<file path="src/rtl/wb_arbiter_n_if.sv">
// Bus bundle for the N-master Wishbone arbiter: flat-packed master-side
// vectors (master k in slice k), the single slave port and status outputs.
interface wb_arbiter_n_if #(
  parameter int NUM_M = 2,
  parameter int AW    = 32,
  parameter int DW    = 32
);
  localparam int SW = DW / 8;

  logic [NUM_M-1:0]      m_cyc_i, m_stb_i, m_we_i;
  logic [NUM_M*AW-1:0]   m_adr_i;
  logic [NUM_M*DW-1:0]   m_dat_i;
  logic [NUM_M*SW-1:0]   m_sel_i;
  logic [NUM_M*3-1:0]    m_cti_i;
  logic [NUM_M*2-1:0]    m_bte_i;
  logic [DW-1:0]         m_dat_o;
  logic [NUM_M-1:0]      m_ack_o, m_err_o, m_rty_o;

  logic                  s_cyc_o, s_stb_o, s_we_o;
  logic [AW-1:0]         s_adr_o;
  logic [DW-1:0]         s_dat_o;
  logic [SW-1:0]         s_sel_o;
  logic [2:0]            s_cti_o;
  logic [1:0]            s_bte_o;
  logic                  s_ack_i, s_err_i, s_rty_i;
  logic [DW-1:0]         s_dat_i;

  logic [NUM_M-1:0]      gnt_o;
  logic                  timeout_o;

  // Arbiter side: consumes master requests and slave terminations.
  modport slave (
    input  m_cyc_i, m_stb_i, m_we_i, m_adr_i, m_dat_i, m_sel_i, m_cti_i, m_bte_i,
    input  s_ack_i, s_err_i, s_rty_i, s_dat_i,
    output m_dat_o, m_ack_o, m_err_o, m_rty_o,
    output s_cyc_o, s_stb_o, s_we_o, s_adr_o, s_dat_o, s_sel_o, s_cti_o, s_bte_o,
    output gnt_o, timeout_o
  );

  // Environment side: BIU masters plus the external slave.
  modport master (
    output m_cyc_i, m_stb_i, m_we_i, m_adr_i, m_dat_i, m_sel_i, m_cti_i, m_bte_i,
    output s_ack_i, s_err_i, s_rty_i, s_dat_i,
    input  m_dat_o, m_ack_o, m_err_o, m_rty_o,
    input  s_cyc_o, s_stb_o, s_we_o, s_adr_o, s_dat_o, s_sel_o, s_cti_o, s_bte_o,
    input  gnt_o, timeout_o
  );
endinterface

</file>
<file path="src/rtl/wb_arbiter_n.sv">
// Round-robin N-master to one-slave Wishbone B3 arbiter. Grant is held for a
// whole cyc (bursts, RMW stay atomic); a watchdog errors out hung strobes.
module wb_arbiter_n #(
  parameter int NUM_M       = 2,
  parameter int AW          = 32,
  parameter int DW          = 32,
  parameter int TIMEOUT_CYC = 255
) (
  input  logic          clk,
  input  logic          rst_n,
  wb_arbiter_n_if.slave bus
);
  localparam int SW = DW / 8;
  localparam int IW = (NUM_M > 1) ? $clog2(NUM_M) : 1;
  localparam int CW = (TIMEOUT_CYC > 0) ? $clog2(TIMEOUT_CYC + 1) : 1;
  localparam logic [CW-1:0] TMO = CW'(TIMEOUT_CYC);

  typedef enum logic [1:0] {IDLE, BUSY, DRAIN} state_e;

  state_e           state_q, state_d;
  logic [NUM_M-1:0] gnt_q, gnt_d;
  logic [IW-1:0]    last_q, last_d;   // doubles as the granted index
  logic [CW-1:0]    cnt_q, cnt_d;
  logic [IW-1:0]    win;
  logic             found;
  logic             cyc_g, stb_g, term, fire;
  int               gi;

  assign gi        = int'(last_q);
  assign bus.gnt_o = gnt_q;

  // Granted master's cyc/stb, slave termination and watchdog fire condition.
  always_comb begin
    cyc_g = bus.m_cyc_i[last_q];
    stb_g = bus.m_stb_i[last_q];
    term  = bus.s_ack_i | bus.s_err_i | bus.s_rty_i;
    fire  = (TIMEOUT_CYC != 0) && (state_q == BUSY) && cyc_g && stb_g &&
            !term && (cnt_q == TMO);
  end

  // Round-robin search starting one past the last winner, wrapping.
  always_comb begin
    found = 1'b0;
    win   = last_q;
    for (int k = 1; k <= NUM_M; k++) begin
      if (!found && bus.m_cyc_i[(int'(last_q) + k) % NUM_M]) begin
        found = 1'b1;
        win   = IW'((int'(last_q) + k) % NUM_M);
      end
    end
  end

  // State, grant, last-winner and watchdog registers.
  always_ff @(posedge clk or negedge rst_n) begin
    if (!rst_n) begin
      state_q <= IDLE;
      gnt_q   <= '0;
      last_q  <= IW'(NUM_M - 1);
      cnt_q   <= '0;
    end else begin
      state_q <= state_d;
      gnt_q   <= gnt_d;
      last_q  <= last_d;
      cnt_q   <= cnt_d;
    end
  end

  // Next state: grant on request, hold for the whole cyc, drain after timeout.
  always_comb begin
    state_d = state_q;
    gnt_d   = gnt_q;
    last_d  = last_q;
    cnt_d   = '0;
    case (state_q)
      IDLE: begin
        if (found) begin
          state_d    = BUSY;
          gnt_d      = '0;
          gnt_d[win] = 1'b1;
          last_d     = win;
        end
      end
      BUSY: begin
        if (!cyc_g) begin
          state_d = IDLE;
          gnt_d   = '0;
        end else if (fire) begin
          state_d = DRAIN;
        end else if (stb_g && !term && (TIMEOUT_CYC != 0)) begin
          cnt_d = cnt_q + CW'(1);
        end
      end
      DRAIN: begin
        if (!cyc_g) begin
          state_d = IDLE;
          gnt_d   = '0;
        end
      end
      default: begin
        state_d = IDLE;
        gnt_d   = '0;
      end
    endcase
  end

  // Outputs: slave mux and termination routing only while BUSY.
  always_comb begin
    bus.m_dat_o   = bus.s_dat_i;
    bus.m_ack_o   = '0;
    bus.m_err_o   = '0;
    bus.m_rty_o   = '0;
    bus.s_cyc_o   = 1'b0;
    bus.s_stb_o   = 1'b0;
    bus.s_we_o    = 1'b0;
    bus.s_adr_o   = '0;
    bus.s_dat_o   = '0;
    bus.s_sel_o   = '0;
    bus.s_cti_o   = '0;
    bus.s_bte_o   = '0;
    bus.timeout_o = 1'b0;
    if (state_q == BUSY) begin
      bus.s_cyc_o   = cyc_g & ~fire;
      bus.s_stb_o   = stb_g & ~fire;
      bus.s_we_o    = bus.m_we_i[last_q];
      bus.s_adr_o   = bus.m_adr_i[gi*AW +: AW];
      bus.s_dat_o   = bus.m_dat_i[gi*DW +: DW];
      bus.s_sel_o   = bus.m_sel_i[gi*SW +: SW];
      bus.s_cti_o   = bus.m_cti_i[gi*3 +: 3];
      bus.s_bte_o   = bus.m_bte_i[gi*2 +: 2];
      bus.m_ack_o   = gnt_q & {NUM_M{bus.s_ack_i}};
      bus.m_err_o   = gnt_q & {NUM_M{bus.s_err_i | fire}};
      bus.m_rty_o   = gnt_q & {NUM_M{bus.s_rty_i}};
      bus.timeout_o = fire;
    end
  end
endmodule

</file>
<file path="src/flat_wrapper.sv">
// flat-port wrapper written by rule: the top's interface ports become plain ports
module wb_arbiter_n_flat 
#(
  parameter int NUM_M       = 2,
  parameter int AW          = 32,
  parameter int DW          = 32,
  parameter int TIMEOUT_CYC = 255
)
  (clk, rst_n, bus_m_cyc_i, bus_m_stb_i, bus_m_we_i, bus_m_adr_i, bus_m_dat_i, bus_m_sel_i, bus_m_cti_i, bus_m_bte_i, bus_s_ack_i, bus_s_err_i, bus_s_rty_i, bus_s_dat_i, bus_m_dat_o, bus_m_ack_o, bus_m_err_o, bus_m_rty_o, bus_s_cyc_o, bus_s_stb_o, bus_s_we_o, bus_s_adr_o, bus_s_dat_o, bus_s_sel_o, bus_s_cti_o, bus_s_bte_o, bus_gnt_o, bus_timeout_o);
  wb_arbiter_n_if #(.NUM_M(NUM_M), .AW(AW), .DW(DW)) bus_i ();
  input  logic clk;
  input  logic rst_n;
  input wire logic [$bits(bus_i.m_cyc_i)-1:0] bus_m_cyc_i;
  input wire logic [$bits(bus_i.m_stb_i)-1:0] bus_m_stb_i;
  input wire logic [$bits(bus_i.m_we_i)-1:0] bus_m_we_i;
  input wire logic [$bits(bus_i.m_adr_i)-1:0] bus_m_adr_i;
  input wire logic [$bits(bus_i.m_dat_i)-1:0] bus_m_dat_i;
  input wire logic [$bits(bus_i.m_sel_i)-1:0] bus_m_sel_i;
  input wire logic [$bits(bus_i.m_cti_i)-1:0] bus_m_cti_i;
  input wire logic [$bits(bus_i.m_bte_i)-1:0] bus_m_bte_i;
  input wire logic [$bits(bus_i.s_ack_i)-1:0] bus_s_ack_i;
  input wire logic [$bits(bus_i.s_err_i)-1:0] bus_s_err_i;
  input wire logic [$bits(bus_i.s_rty_i)-1:0] bus_s_rty_i;
  input wire logic [$bits(bus_i.s_dat_i)-1:0] bus_s_dat_i;
  output wire logic [$bits(bus_i.m_dat_o)-1:0] bus_m_dat_o;
  output wire logic [$bits(bus_i.m_ack_o)-1:0] bus_m_ack_o;
  output wire logic [$bits(bus_i.m_err_o)-1:0] bus_m_err_o;
  output wire logic [$bits(bus_i.m_rty_o)-1:0] bus_m_rty_o;
  output wire logic [$bits(bus_i.s_cyc_o)-1:0] bus_s_cyc_o;
  output wire logic [$bits(bus_i.s_stb_o)-1:0] bus_s_stb_o;
  output wire logic [$bits(bus_i.s_we_o)-1:0] bus_s_we_o;
  output wire logic [$bits(bus_i.s_adr_o)-1:0] bus_s_adr_o;
  output wire logic [$bits(bus_i.s_dat_o)-1:0] bus_s_dat_o;
  output wire logic [$bits(bus_i.s_sel_o)-1:0] bus_s_sel_o;
  output wire logic [$bits(bus_i.s_cti_o)-1:0] bus_s_cti_o;
  output wire logic [$bits(bus_i.s_bte_o)-1:0] bus_s_bte_o;
  output wire logic [$bits(bus_i.gnt_o)-1:0] bus_gnt_o;
  output wire logic [$bits(bus_i.timeout_o)-1:0] bus_timeout_o;
  assign bus_i.m_cyc_i = bus_m_cyc_i;
  assign bus_i.m_stb_i = bus_m_stb_i;
  assign bus_i.m_we_i = bus_m_we_i;
  assign bus_i.m_adr_i = bus_m_adr_i;
  assign bus_i.m_dat_i = bus_m_dat_i;
  assign bus_i.m_sel_i = bus_m_sel_i;
  assign bus_i.m_cti_i = bus_m_cti_i;
  assign bus_i.m_bte_i = bus_m_bte_i;
  assign bus_i.s_ack_i = bus_s_ack_i;
  assign bus_i.s_err_i = bus_s_err_i;
  assign bus_i.s_rty_i = bus_s_rty_i;
  assign bus_i.s_dat_i = bus_s_dat_i;
  assign bus_m_dat_o = bus_i.m_dat_o;
  assign bus_m_ack_o = bus_i.m_ack_o;
  assign bus_m_err_o = bus_i.m_err_o;
  assign bus_m_rty_o = bus_i.m_rty_o;
  assign bus_s_cyc_o = bus_i.s_cyc_o;
  assign bus_s_stb_o = bus_i.s_stb_o;
  assign bus_s_we_o = bus_i.s_we_o;
  assign bus_s_adr_o = bus_i.s_adr_o;
  assign bus_s_dat_o = bus_i.s_dat_o;
  assign bus_s_sel_o = bus_i.s_sel_o;
  assign bus_s_cti_o = bus_i.s_cti_o;
  assign bus_s_bte_o = bus_i.s_bte_o;
  assign bus_gnt_o = bus_i.gnt_o;
  assign bus_timeout_o = bus_i.timeout_o;
  wb_arbiter_n #(.NUM_M(NUM_M), .AW(AW), .DW(DW), .TIMEOUT_CYC(TIMEOUT_CYC)) u_core (.clk(clk), .rst_n(rst_n), .bus(bus_i));
endmodule
</file>
<file path="config.mk">
export PLATFORM = sky130hd
export DESIGN_NAME = wb_arbiter_n_flat
export DESIGN_NICKNAME = d
export VERILOG_FILES = /design/src/rtl/wb_arbiter_n_if.sv /design/src/rtl/wb_arbiter_n.sv /design/src/flat_wrapper.sv
export SDC_FILE = /design/constraint.sdc
export NUM_CORES = 1
export LEC_CHECK = 0
export CAP_MARGIN = 20
export CORE_AREA = 2 2 117 119
export DETAILED_ROUTE_END_ITERATION = 12
export DIE_AREA = 0 0 119 121
export GPL_TIMING_DRIVEN = 1
export PLACE_DENSITY_LB_ADDON = 0.05
export SKIP_LAST_GASP = 1
export SLEW_MARGIN = 25
export SYNTH_ARGS = -nofsm -noshare
export SYNTH_HDL_FRONTEND = slang
export SYNTH_SLANG_ARGS = --single-unit
</file>
<file path="constraint.sdc">
create_clock -name clk -period 2.1 [get_ports clk]
set_input_delay 0.42 -clock clk [delete_from_list [all_inputs] [get_ports clk]]
set_output_delay 0.42 -clock clk [all_outputs]
set_load 0.01 [all_outputs]
</file>
== Word level (Yosys, flattened, before mapping) ==
Index checks and enable logic that the tools add are counted.
Operators by class
  add/sub/neg operators: 3
  multipliers: 1
  $lt $le $gt $ge: 5
  equality and inequality tests: 7
  shift-type cells: 5
  multiplexer cells: 41
  bitwise logic cells: 11
  reductions and logical operators: 14
Operator list (number)
  $shiftx 64x7->32: 2
  $mux 32: 2
  $mux 8: 4
  $shiftx 6x32->3: 1
  $mux 1: 21
  $mux 2: 9
  $add 8x1->8 const B: 1
  $eq 8x8->1 const B: 1
  $shiftx 8x4->4: 1
  $logic_and 1x1->1: 7
  $and 2x2->2: 3
  $lt 2x3->1 const B: 2
  $pmux 2 s3: 1
  $lt 1x2->1 const B: 2
  $mux 4: 1
  $ne 2x2->1 const B: 2
  $pmux 2 s2: 1
  $reduce_and 2->1: 2
  $shiftx 4x3->2: 1
  $mul 1x2->3 const B: 1
  $mux 3: 1
  $ne 3x3->1 const B: 1
  $or 1x1->1: 3
  $reduce_and 3->1: 1
  12 further kinds: 16
Word-level totals
  bits in registers: 13
  bits of input ports: 189
  output and inout port bits: 117
  logic and storage cells: 91

== Longest topological paths before layout ==
  word-level depth: 15
  depth in mapped cells: 6
  depth with buffers taken out: 6

== Least setup slack after synthesis ==
OpenSTA, ideal clock, no wires.
  path kind: reg2out
  from: register u_core.last_q
  to: output bus_s_stb_o
  data arrival time: 1.622 ns
  slack: 0.058 ns
  cell stages (with the launch flop): 6
  buffers on the path: 1
  cell sequence: dfstp_2 -> buf_2 -> mux2i_1 -> nand4bb_4 -> nor3_4 -> nor3b_1
Between the ends
  longest elaborated chain between the ends: 9
  elaborated cells between the ends (all ways): 11
RTL lines
  from (decl): RTL line wb_arbiter_n.sv:22  | logic [IW-1:0] last_q, last_d;
  from (signal assigned): RTL line wb_arbiter_n.sv:58  | last_q <= IW'(NUM_M - 1);
  from (signal assigned): RTL line wb_arbiter_n.sv:63  | last_q <= last_d;
  $mux 1 (implied by the code) (2 in a row): RTL line wb_arbiter_n.sv:34  | cyc_g = bus.m_cyc_i[last_q];
  $logic_and 1x1->1 (3 in a row): RTL line wb_arbiter_n.sv:37  | fire = (TIMEOUT_CYC != 0) && (state_q == BUSY) && cyc_g && stb_g &&
  $logic_and 1x1->1: RTL line wb_arbiter_n.sv:38  | !term && (cnt_q == TMO);
  $not 1->1: RTL line wb_arbiter_n.sv:123  | bus.s_stb_o = stb_g & ~fire;
  $and 1x1->1 *: RTL line wb_arbiter_n.sv:123
  $mux 1 *: RTL line wb_arbiter_n.sv:121  | if (state_q == BUSY) begin
  to (decl): RTL line flat_wrapper.sv:30  | output wire logic [$bits(bus_i.s_stb_o)-1:0] bus_s_stb_o;
Every way passes the cells marked *; elsewhere a longest branch is shown, timed or not. The select of a mux whose other input is x is not followed.

== Final worst setup path ==
  from: register u_core.last_q
  to: output bus_m_err_o[1]
Between the ends
  longest elaborated chain between the ends: 9
  elaborated cells between the ends (all ways): 11
RTL lines
  $mux 1 (implied by the code) (2 in a row): RTL line wb_arbiter_n.sv:34
  $logic_and 1x1->1: RTL line wb_arbiter_n.sv:37
  $logic_and 1x1->1 * (2 in a row): RTL line wb_arbiter_n.sv:37
  $logic_and 1x1->1 *: RTL line wb_arbiter_n.sv:38
  $or 1x1->1 *: RTL line wb_arbiter_n.sv:131  | bus.m_err_o = gnt_q & {NUM_M{bus.s_err_i | fire}};
  $and 2x2->2 *: RTL line wb_arbiter_n.sv:131
  $mux 2 *: RTL line wb_arbiter_n.sv:121
  to (decl): RTL line flat_wrapper.sv:27  | output wire logic [$bits(bus_i.m_err_o)-1:0] bus_m_err_o;
Marks and branches as above.

==> run metrics <==
library cells used by synthesis=33; syn_nets=470; antenna cells=0; Tot Pwr=0.00582 W; HPWL after DPL=7760 um; Worst Path Required=1.68 ns; f_max=419 MHz; total of max-cap violations=0; pwr/cell area=1030 nW/um^2; count of final hold-check violations=0; Setup CP Type=reg -> out; DR vias/cell=4.03; GRT Residual Overflow=0; Final Util=43.1%; max-slew violations=0; # port buffers=241; Area Growth Syn to Fin=139%; share of cells above drive strength 1=28.3%; HP Class=reg -> reg; vias in the first global route=2875; final setup margin=-0.288 ns; die area=14400 sq um; setup TNS=-8.32 ns; initial core utilization=18.0%; antenna-violating nets left=0; # rows=42; synthesized area per cell=8.50 sq um; crit path max-delay cell type=dfstp_4; status=finished with violations; H-tree depth=1; TritonCTS clock tree=built; drt pass-1 iters=4; Global Route Usage Sum=12.9%; RSZ-0062 raised after global routing=yes; drt total wl=10700 um; final setup vio count=68; CTS Sinks=13; Worst VDD drop=0.378 mV; Gate Count Post-Synth=277; DR WL/cell=14.5 um; Die Wd=119 um; nature of the critical path startpoint=flip-flop; core box area=13100 sq um; crit path cell chain=buf_8, mux2_4, nand4bb_4, nor3_4, buf_6, o211a_1, buf_2; Num CTS Buffers=3; largest net degree at the start of global routing=31; Die Span Y=121 um; routability cong.=0.737; Hold Buf Count CTS=0; sequential fraction of the synthesis area=13.9%; clock skew after layout=0.00177 ns; CTS clk-pin slew, worst paths=0.04 ns; CP delay by family, top=flip-flops; Leak=2.92 nW; fin crit share=114%; vias=2957; Worst Tran Pin Value=0.609 ns; crit path DAT=1.97 ns; Seq cells post-synth=13; initial antenna violation count=0; Post-route DRC=0; Buf+Inv Stages, Crit Path=3; Final #Nets=752; Clock Path Buffers=2; CP peak stage delay=0.67 ns; synthesis warning total=0; Skew-Pair Late Insertion Delay=0.24 ns; min cycle time layout=2.39 ns; DRT iter0 DRCs=48; endpoint class of the critical path=primary output; I/O Pins=306; synthesized area=2350 sq um; first-pass GRT wire length=15100 um; failing checks=setup timing; Worst slew margin=59.3%; Crit Path Max Fanout=4; Root Buffer=clkbuf_16; Placement Setup Slack=-0.790 ns
[synth_stat cells]
library cell  number  share of area, %
mux2i_1           75                32
nor2b_1           75                20
or3_4              1              0.48
maj3_1             2              0.85
o21bai_4           1              0.80
nand4bb_4          1               1.2
a22oi_2            1              0.53
nor3b_1            1              0.32
nand4_2            1              0.53
inv_1              7               1.1
buf_4             32                10
dfrtp_1           12                13
o21ai_0            3              0.64
xor2_1             3               1.1
nand2_1            6              0.96
nand4_1            1              0.27
a22oi_1            1              0.32
and3_1             5               1.3
nand3_1            2              0.43
ha_1               4               2.1
o21ai_2            1              0.37
nor3_4             1              0.69
clkbuf_1           9               1.4
dfstp_2            1               1.1
nor2_1            10               1.6
o211a_1            2              0.85
o22ai_1            1              0.27
mux2_4             2               1.3
xnor2_1            3               1.1
a21oi_1            1              0.21
buf_2              9               1.9
nor4_4             1              0.90
and2_1             2              0.53
[worst reg2reg max path, delay by kind of cell (launching register included)]
family / cells / cell delay, ns
DFF: 1 / 0.67
AOI/OAI and AO/OA: 2 / 0.32
buffers and inverters: 3 / 0.39
muxes: 2 / 0.62
[state kept, by name (all words and copies together), names as in the netlist]
name	cells
u_core.cnt_q	8
u_core.last_q	1
u_core.bus.gnt_o	2
u_core.state_q	2
[cells by family after synthesis]
| group | after synthesis | synth area share (%) |
|---|---|---|
| multiplexers | 77 | 33.2 |
| XOR/XNOR | 6 | 2.23 |
| flip-flops | 13 | 13.9 |
| adder cells (fa/ha/maj) | 6 | 2.98 |
| AO/OA/AOI/OAI | 11 | 3.99 |
| buffers and inverters | 57 | 14.7 |
| AND/OR/NAND/NOR | 107 | 29.1 |
[what timing repair did]
action / 4_1_cts / 5_1_grt
gates cloned: 3 / 5
gates resized for setup: 124 / 140
buffers inserted: 14 / 40
setup endpoints to repair: 83 / 80
pin swaps: 3 / 1
hold endpoints to repair: 0 / 0
[area by class of cell]
type	instances	area [sq um]
Multi-Input combinational cell	207	1750
Tap cell	176	220
Inverter	7	26.3
Sequential cell	13	330
Fill cell	1317	7450
Clock buffer	4	78.8
Timing Repair Buffer	327	3230
[worst paths after layout]
path / start / to / slack, ns / cells past startpoint
worst min-delay path: u_core.cnt_q[0] / u_core.cnt_q[0] / 0.54 / 2
max in group asynchronous: rst_n / u_core.cnt_q[3] / 1.14 / 1
worst min register to register: u_core.cnt_q[0] / u_core.cnt_q[0] / 0.54 / 2
worst max register to register: u_core.last_q / u_core.state_q[0] / -0.01 / 7
min in group asynchronous: rst_n / u_core.cnt_q[7] / 0.57 / 1
worst max-delay path: u_core.last_q / bus_m_err_o[1] / -0.29 / 7
[report_power, final]
| group | internal [W] | switching (W) |
|---|---|---|
| Sequential | 0.000311 | 0.0000673 |
| Combinational | 0.00311 | 0.00197 |
| Clock | 0.000256 | 0.000100 |
| Total | 0.00368 | 0.00214 |
[cells in the final DEF, fill, tap and decap left out, drive strengths merged, types with 4 or more instances in the layout]
master         netlist  routed
o21ai                4       4
inv                  7       7
nor2                10      10
clkdlybuf4s50        0     158
dfrtp               12      12
buf                 41     108
nor2b               75      75
and3                 5       5
dlygate4sd2          0      11
ha                   4       4
mux2i               75      75
dlymetal6s2s         0      24
clkbuf               9      28
nand2                6       6
[stage by stage]
| stage | area, sq um | instances | hold WS [ns] |
|---|---|---|---|
| after floorplan | 2350 | 277 | 0.124 |
| after global placement | 4950 | 673 | 0.525 |
| after detailed placement | 4950 | 673 | 0.534 |
| after CTS | 5230 | 694 | 0.542 |
| after global routing | 5640 | 734 | 0.580 |
| final | 5640 | 734 | 0.540 |
[per-layer routing]
metal / GRT usage (%) / part of all wire, %
met3: 3.24 / 8.7
met5: 0 / 0
met2: 25.4 / 54
met4: 3.05 / 1.4
met1: 13.7 / 36
No activity file was read; power rests on OpenSTA's default activity.
